==> src/rtl/mem_stage_ctrl.sv <==
// MEM stage controller: drives the data-memory req/ack access, stalls upstream while it is pending, registers MEM/WB.
// Optional access timeout with a sticky error flag is enabled by defining MEM_TIMEOUT_EN.
module mem_stage_ctrl #(
    parameter int DATA_W         = 16,
    parameter int TIMEOUT_CYCLES = 15
) (
    input  logic              clock,
    input  logic              reset,
    input  logic              valid_in,
    input  logic [DATA_W-1:0] PC_plus1_in,
    input  logic [2:0]        WB_in,
    input  logic [1:0]        Memory_in,
    input  logic [DATA_W-1:0] ALU_in,
    input  logic [DATA_W-1:0] Memory_data_write_in,
    input  logic [DATA_W-1:0] Zero_pad_in,
    input  logic [2:0]        Dest_in,
    output logic              stall_out,
    output logic              mem_req,
    output logic              mem_we,
    output logic [DATA_W-1:0] mem_addr,
    output logic [DATA_W-1:0] mem_wdata,
    input  logic [DATA_W-1:0] mem_rdata,
    input  logic              mem_ack,
    output logic              valid_out,
    output logic [2:0]        WB_out,
    output logic [2:0]        Dest_out,
    output logic [DATA_W-1:0] WB_data_out,
    output logic              reg_write_out,
    output logic              mem_err
);

    typedef enum logic {IDLE, ACCESS} state_t;

    state_t            state_q, state_d;
    logic              memWe_q, memWe_d;
    logic [DATA_W-1:0] memAddr_q, memAddr_d;
    logic [DATA_W-1:0] memWdata_q, memWdata_d;
    logic [2:0]        capWb_q, capWb_d;
    logic [2:0]        capDest_q, capDest_d;
    logic [DATA_W-1:0] capPc_q, capPc_d;
    logic [DATA_W-1:0] capAlu_q, capAlu_d;
    logic [DATA_W-1:0] capZp_q, capZp_d;
    logic              capLoad_q, capLoad_d;
    logic              valid_q, valid_d;
    logic [2:0]        wb_q, wb_d;
    logic [2:0]        dest_q, dest_d;
    logic [DATA_W-1:0] wbData_q, wbData_d;
`ifdef MEM_TIMEOUT_EN
    logic [4:0]        cnt_q, cnt_d;
    logic              err_q, err_d;
`endif

    function automatic logic [DATA_W-1:0] selectWb(
        input logic [1:0]        sel,
        input logic [DATA_W-1:0] alu,
        input logic [DATA_W-1:0] memData,
        input logic [DATA_W-1:0] zeroPad,
        input logic [DATA_W-1:0] pcPlus1
    );
        case (sel)
            2'b00:   return alu;
            2'b01:   return memData;
            2'b10:   return zeroPad;
            default: return pcPlus1;
        endcase
    endfunction

    always_ff @(posedge clock or negedge reset) begin
        if (!reset) begin
            state_q    <= IDLE;
            memWe_q    <= 1'b0;
            memAddr_q  <= '0;
            memWdata_q <= '0;
            capWb_q    <= '0;
            capDest_q  <= '0;
            capPc_q    <= '0;
            capAlu_q   <= '0;
            capZp_q    <= '0;
            capLoad_q  <= 1'b0;
            valid_q    <= 1'b0;
            wb_q       <= '0;
            dest_q     <= '0;
            wbData_q   <= '0;
`ifdef MEM_TIMEOUT_EN
            cnt_q      <= '0;
            err_q      <= 1'b0;
`endif
        end else begin
            state_q    <= state_d;
            memWe_q    <= memWe_d;
            memAddr_q  <= memAddr_d;
            memWdata_q <= memWdata_d;
            capWb_q    <= capWb_d;
            capDest_q  <= capDest_d;
            capPc_q    <= capPc_d;
            capAlu_q   <= capAlu_d;
            capZp_q    <= capZp_d;
            capLoad_q  <= capLoad_d;
            valid_q    <= valid_d;
            wb_q       <= wb_d;
            dest_q     <= dest_d;
            wbData_q   <= wbData_d;
`ifdef MEM_TIMEOUT_EN
            cnt_q      <= cnt_d;
            err_q      <= err_d;
`endif
        end
    end

    // MEM/WB defaults to a bubble every edge; only a retiring instruction overrides it.
    always_comb begin
        state_d    = state_q;
        memWe_d    = memWe_q;
        memAddr_d  = memAddr_q;
        memWdata_d = memWdata_q;
        capWb_d    = capWb_q;
        capDest_d  = capDest_q;
        capPc_d    = capPc_q;
        capAlu_d   = capAlu_q;
        capZp_d    = capZp_q;
        capLoad_d  = capLoad_q;
        valid_d    = 1'b0;
        wb_d       = '0;
        dest_d     = '0;
        wbData_d   = '0;
`ifdef MEM_TIMEOUT_EN
        cnt_d      = cnt_q;
        err_d      = err_q;
`endif
        case (state_q)
            IDLE: begin
                if (valid_in) begin
                    if (Memory_in == 2'b00) begin
                        valid_d  = 1'b1;
                        wb_d     = WB_in;
                        dest_d   = Dest_in;
                        wbData_d = selectWb(WB_in[1:0], ALU_in, '0, Zero_pad_in, PC_plus1_in);
                    end else begin
                        state_d    = ACCESS;
                        memWe_d    = (Memory_in == 2'b01);
                        memAddr_d  = ALU_in;
                        memWdata_d = Memory_data_write_in;
                        capWb_d    = WB_in;
                        capDest_d  = Dest_in;
                        capPc_d    = PC_plus1_in;
                        capAlu_d   = ALU_in;
                        capZp_d    = Zero_pad_in;
                        capLoad_d  = Memory_in[1];
`ifdef MEM_TIMEOUT_EN
                        cnt_d      = '0;
`endif
                    end
                end
            end
            ACCESS: begin
                if (mem_ack) begin
                    state_d  = IDLE;
                    valid_d  = 1'b1;
                    wb_d     = capWb_q;
                    dest_d   = capDest_q;
                    wbData_d = selectWb(capWb_q[1:0], capAlu_q,
                                        capLoad_q ? mem_rdata : '0, capZp_q, capPc_q);
                end
`ifdef MEM_TIMEOUT_EN
                else if (cnt_q + 5'd1 == 5'(TIMEOUT_CYCLES)) begin
                    state_d = IDLE;
                    err_d   = 1'b1;
                end else begin
                    cnt_d = cnt_q + 5'd1;
                end
`endif
            end
            default: state_d = IDLE;
        endcase
    end

    assign stall_out     = (state_q == ACCESS);
    assign mem_req       = (state_q == ACCESS);
    assign mem_we        = memWe_q;
    assign mem_addr      = memAddr_q;
    assign mem_wdata     = memWdata_q;
    assign valid_out     = valid_q;
    assign WB_out        = wb_q;
    assign Dest_out      = dest_q;
    assign WB_data_out   = wbData_q;
    assign reg_write_out = valid_q & wb_q[2];
`ifdef MEM_TIMEOUT_EN
    assign mem_err       = err_q;
`else
    assign mem_err       = 1'b0;
`endif

endmodule

==> config.mk <==
export PLATFORM = sky130hd
export DESIGN_NAME = mem_stage_ctrl
export DESIGN_NICKNAME = d
export VERILOG_FILES = /design/src/rtl/mem_stage_ctrl.sv
export SDC_FILE = /design/constraint.sdc
export NUM_CORES = 1
export LEC_CHECK = 0
export CAP_MARGIN = 10
export CORE_ASPECT_RATIO = 1.1
export CORE_MARGIN = 8
export CORE_UTILIZATION = 30
export DETAILED_ROUTE_END_ITERATION = 10
export PLACE_DENSITY = 0.61
export SYNTH_ARGS = -nofsm -noshare
export SYNTH_HDL_FRONTEND = slang
export SYNTH_SLANG_ARGS = --single-unit
==> constraint.sdc <==
create_clock -name clock -period 1.8 [get_ports clock]
set_clock_uncertainty 0.2 [all_clocks]
set_input_delay 0.27 -clock clock [delete_from_list [all_inputs] [get_ports clock]]
set_output_delay 0.27 -clock clock [all_outputs]
set_load 0.02 [all_outputs]
Word level (Yosys, flattened, before mapping)
Index checks and enable logic that the tools add are counted.
Widths: inputs -> output; s select.
{"block": "classes", "muxes": 23, "bitwise": 3, "reduce_logical": 4, "eq_ne": 5}
{"op": "$pmux 16 s3", "count": 2}
{"op": "$mux 16", "count": 4}
{"op": "$pmux 16 s2", "count": 1}
{"op": "$mux 3", "count": 6}
{"op": "$pmux 3 s2", "count": 2}
{"op": "$eq 2x1->1 const B", "count": 3}
{"op": "$logic_not 2->1", "count": 3}
{"op": "$mux 1", "count": 6}
{"op": "$eq 2x2->1 const B", "count": 2}
{"op": "$pmux 1 s2", "count": 2}
{"op": "$reduce_and 3->1", "count": 1}
{"op": "$not 1->1", "count": 2}
{"op": "$and 1x1->1", "count": 1}
{"block": "totals", "regBits": 96, "in_bits": 92, "output_inout_bits": 60}

Longest topological paths before layout
{"block": "logic_depth", "ltp_word": 5, "mapped_depth": 6}

Least setup slack after synthesis
No wires, ideal clock.
{"block": "synth_timing", "path_kind": "register to register", "start": "register state_q (netlist: mem_req)", "end": "register memWdata_q[11] (netlist: mem_wdata[11])", "setup_time_ns": 0.125, "path_buffers": 1, "arrival_time_ns": 1.417, "path_slack_ns": 0.058, "required_ns": 1.475, "stages_incl_launch_ff": 5, "path_cell_list": "dfrtp_1 > nand2b_1 > nor2_4 > buf_4 > mux2_2"}
{"block": "synth_between", "elab_chain_len": 2}
{"item": "start: declaration", "line_no": "34", "rtl": "state_t state_q, state_d;"}
{"item": "start signal: assignment", "line_no": "89", "rtl": "state_q <= state_d;"}
{"item": "$not 1->1 (no line)"}
{"item": "$reduce_and 3->1 (no line)"}
{"item": "end signal: assignment", "line_no": "92", "rtl": "memWdata_q <= memWdata_d;"}
{"item": "end: declaration", "line_no": "37", "rtl": "logic [DATA_W-1:0] memWdata_q, memWdata_d;"}
No other way between the ends.
A chain may end at the register's enable or synchronous reset.

Final worst setup path
{"block": "layout_timing", "start": "register memWdata_q[12] (netlist: mem_wdata[12])", "end": "output port mem_wdata[12]"}
{"item": "end: declaration", "line_no": "21", "rtl": "output logic [DATA_W-1:0] mem_wdata,"}
No word-level cell between the ends.

==> results.yml <==
clock_tree:
  cts_root_buffer: "clkbuf_16"
  cts_setup_buffers: 0
  cts_sinks: 96
  htree_num_levels: 3
  ctsLongestPathBuffers: 2
  cts_tree: "yes"
  clkTransAtPathRegs_ns: 0.07
  cts_inserted_buffers: 9
  clkLatencyLatePin_ns: 0.34
drt:
  ant_nets: 0
  firstDrtPassIters: 6
  drt_iter0_drc: 152
  wl_per_cell_um: 19.4
  via_count: 3225
  finalWirelength_mm: 13.0
  drc: 0
  vias_per_cell: 4.83
grt:
  grt_start_max_net_pins: 97
  grt_pass1_wl_mm: 20.7
  grt_overflow: 0
  grt_pass1_vias: 3671
  antenna_found_initial: 0
  track_usage: 0.140
placed_design:
  gp_congestion: 0.772
  dp_hpwl_mm: 9.23
  place_inst: 651
  io_buffers: 150
worst_setup_path:
  path_cells: "clkdlybuf4s50_1"
  worst-setup-path-type: "flip-flop to primary output"
  crit_buf_inv: 1
  path_max_fanout: 2
  cp_top_family: "buffers and inverters"
  crit_arrival_ns: 1.29
  required_ns: 1.33
  cp_slowest_cell: "clkdlybuf4s50_1"
  crit_path_max_incr_delay_ns: 0.61
  cp-start-kind: "flip-flop"
  cp-end-kind: "primary output"
outcome:
  outcome: "finished, final reports clean"
finish:
  multiInputGateArea_mm2: 0.00180
  nets: 563
  stdcell_count: 668
  final_cell_mix: "clkdlybuf4s50_1, dfrtp_1, mux2_2, mux2i_1"
  antenna_cells: 0
  mostFrequentLayoutCell: "clkdlybuf4s50_1"
  final_util: 0.455
  syn_to_final_growth_pct: 49.3
  nFillCells: 1326
  register_area_mm2: 0.00240
  final_layout_size_suffix_gt1_frac: 0.214
sta:
  fmax_mhz: 569
  fin_crit_ns: 1.76
  rsz0062_at_grt: "no"
  final-max-slew-violation-count: 0
  hold_violations: 0
  slew_headroom: 0.654
  fin_crit_sh: 0.977
  worstMarginPinSlew_ns: 0.519
  setup_violations: 0
synth:
  synthCells: 315
  synth_area_mm2: 0.00439
  synth-seq-cells: 96
  yosys_warnings: 0
  synth.distinct_cells: 24
  syn_nets: 407
  synth_area_per_cell_um2: 13.9
  ys_seq_area_frac: 0.548
power_and_ir_drop:
  ir_drop_uv: 455
  leakagePower_nw: 3.05
  p_per_area_mw_per_mm2: 1090
  p_total_mw: 7.12
floorplan:
  std_cell_rows: 46
  core_area_mm2: 0.0144
  die_area_mm2: 0.0187
  die_w_um: 131
  initial_core_util: 0.305
  io_pins: 152
  die_h_um: 143
flow_run:
  maxCapViolCount: 0
min_path:
  hold_path.class: "flip-flop to flip-flop"
-- flip-flops by register name (all words and copies together), names as in the netlist, 16 cells and up --
register,flops
mem_wdata,16
capAlu_q,16
WB_data_out,16
capPc_q,16
capZp_q,16
-- path summary, 6_finish.rpt --
path	start	endpoint	slack, ns	cells after the start
max in group asynchronous	reset	capZp_q[8]	0.68	3
max	mem_wdata[12]	mem_wdata[12]	0.04	1
min in group asynchronous	reset	mem_wdata[14]	0.32	3
min reg2reg	mem_wdata[10]	mem_wdata[10]	0.29	1
max reg2reg	mem_req	mem_wdata[9]	0.13	4
min	mem_wdata[10]	mem_wdata[10]	0.29	1
-- logic make-up (layout without fill, tap and decap cells) --
| logic type | count (synthesis) | in the layout | synth area share |
|---|---|---|---|
| buffers and inverters | 30 | 191 | 0.0448 |
| multiplexers | 102 | 102 | 0.253 |
| flip-flops | 96 | 96 | 0.548 |
| AND/OR/NAND/NOR | 12 | 12 | 0.0174 |
| other | 1 | 1 | 0.000855 |
| AO/OA/AOI/OAI | 74 | 74 | 0.136 |
-- area by class of cell --
class / count / share of cell area
clock buffer: 11 / 0.0386
clock inverter: 5 / 0.00975
inverter: 2 / 0.00153
multi-input combinational: 189 / 0.275
sequential: 96 / 0.367
tap: 192 / 0.0367
timing repair buffer: 173 / 0.272
-- per-stage QoR --
stage / hold slack, ns / setup TNS [ns] / worst slack (ns) / instance area, µm²
finish: 0.285 / 0 / 0.0420 / 6550
global route: 0.302 / 0 / 0.000789 / 6550
CTS: 0.292 / 0 / 0.00168 / 6480
detailed placement: 0.179 / -14.40 / -0.237 / 6180
global placement: 0.173 / -11.62 / -0.188 / 6180
floorplan: -0.226 / 0 / 0.0583 / 4390
-- where the power goes --
group          switching, mW  internal, mW
clock                  0.825          1.16
sequential             0.240          2.62
combinational           1.09          1.18
-- per-layer routing --
metal	vias to the layer above	GRT usage	wire, µm
li1	1494	-	-
met1	1609	0.175	5650
met2	108	0.228	6360
met3	14	0.0397	728
met4	0	0.0520	214
met5	-	0	0
-- repair_timing --
| action | in CTS | in global routing |
|---|---|---|
| endpoints found under the hold margin | 96 | 0 |
| gates resized for setup | 23 | 24 |
| setup endpoints to repair | 23 | 35 |
| hold buffers | 1 | 0 |
| pin swaps | 0 | 1 |
-- synth_stat cells (all sizes together) --
cell,number,area (µm²)
dfrtp,96,2400
mux2,70,788
mux2i,32,320
a22o,23,201
buf,23,168
a21oi,18,90.1
a221o,16,160
o2bb2ai,16,140
clkbuf,5,18.8
and2,4,25.0
inv,2,10.0
nand2,2,7.51
nand2b,2,12.5
nor2,2,15.0
conb,1,3.75
nor2b,1,6.26
nor3,1,10.0
o22ai,1,6.26
(Power assumes the default switching activity.)
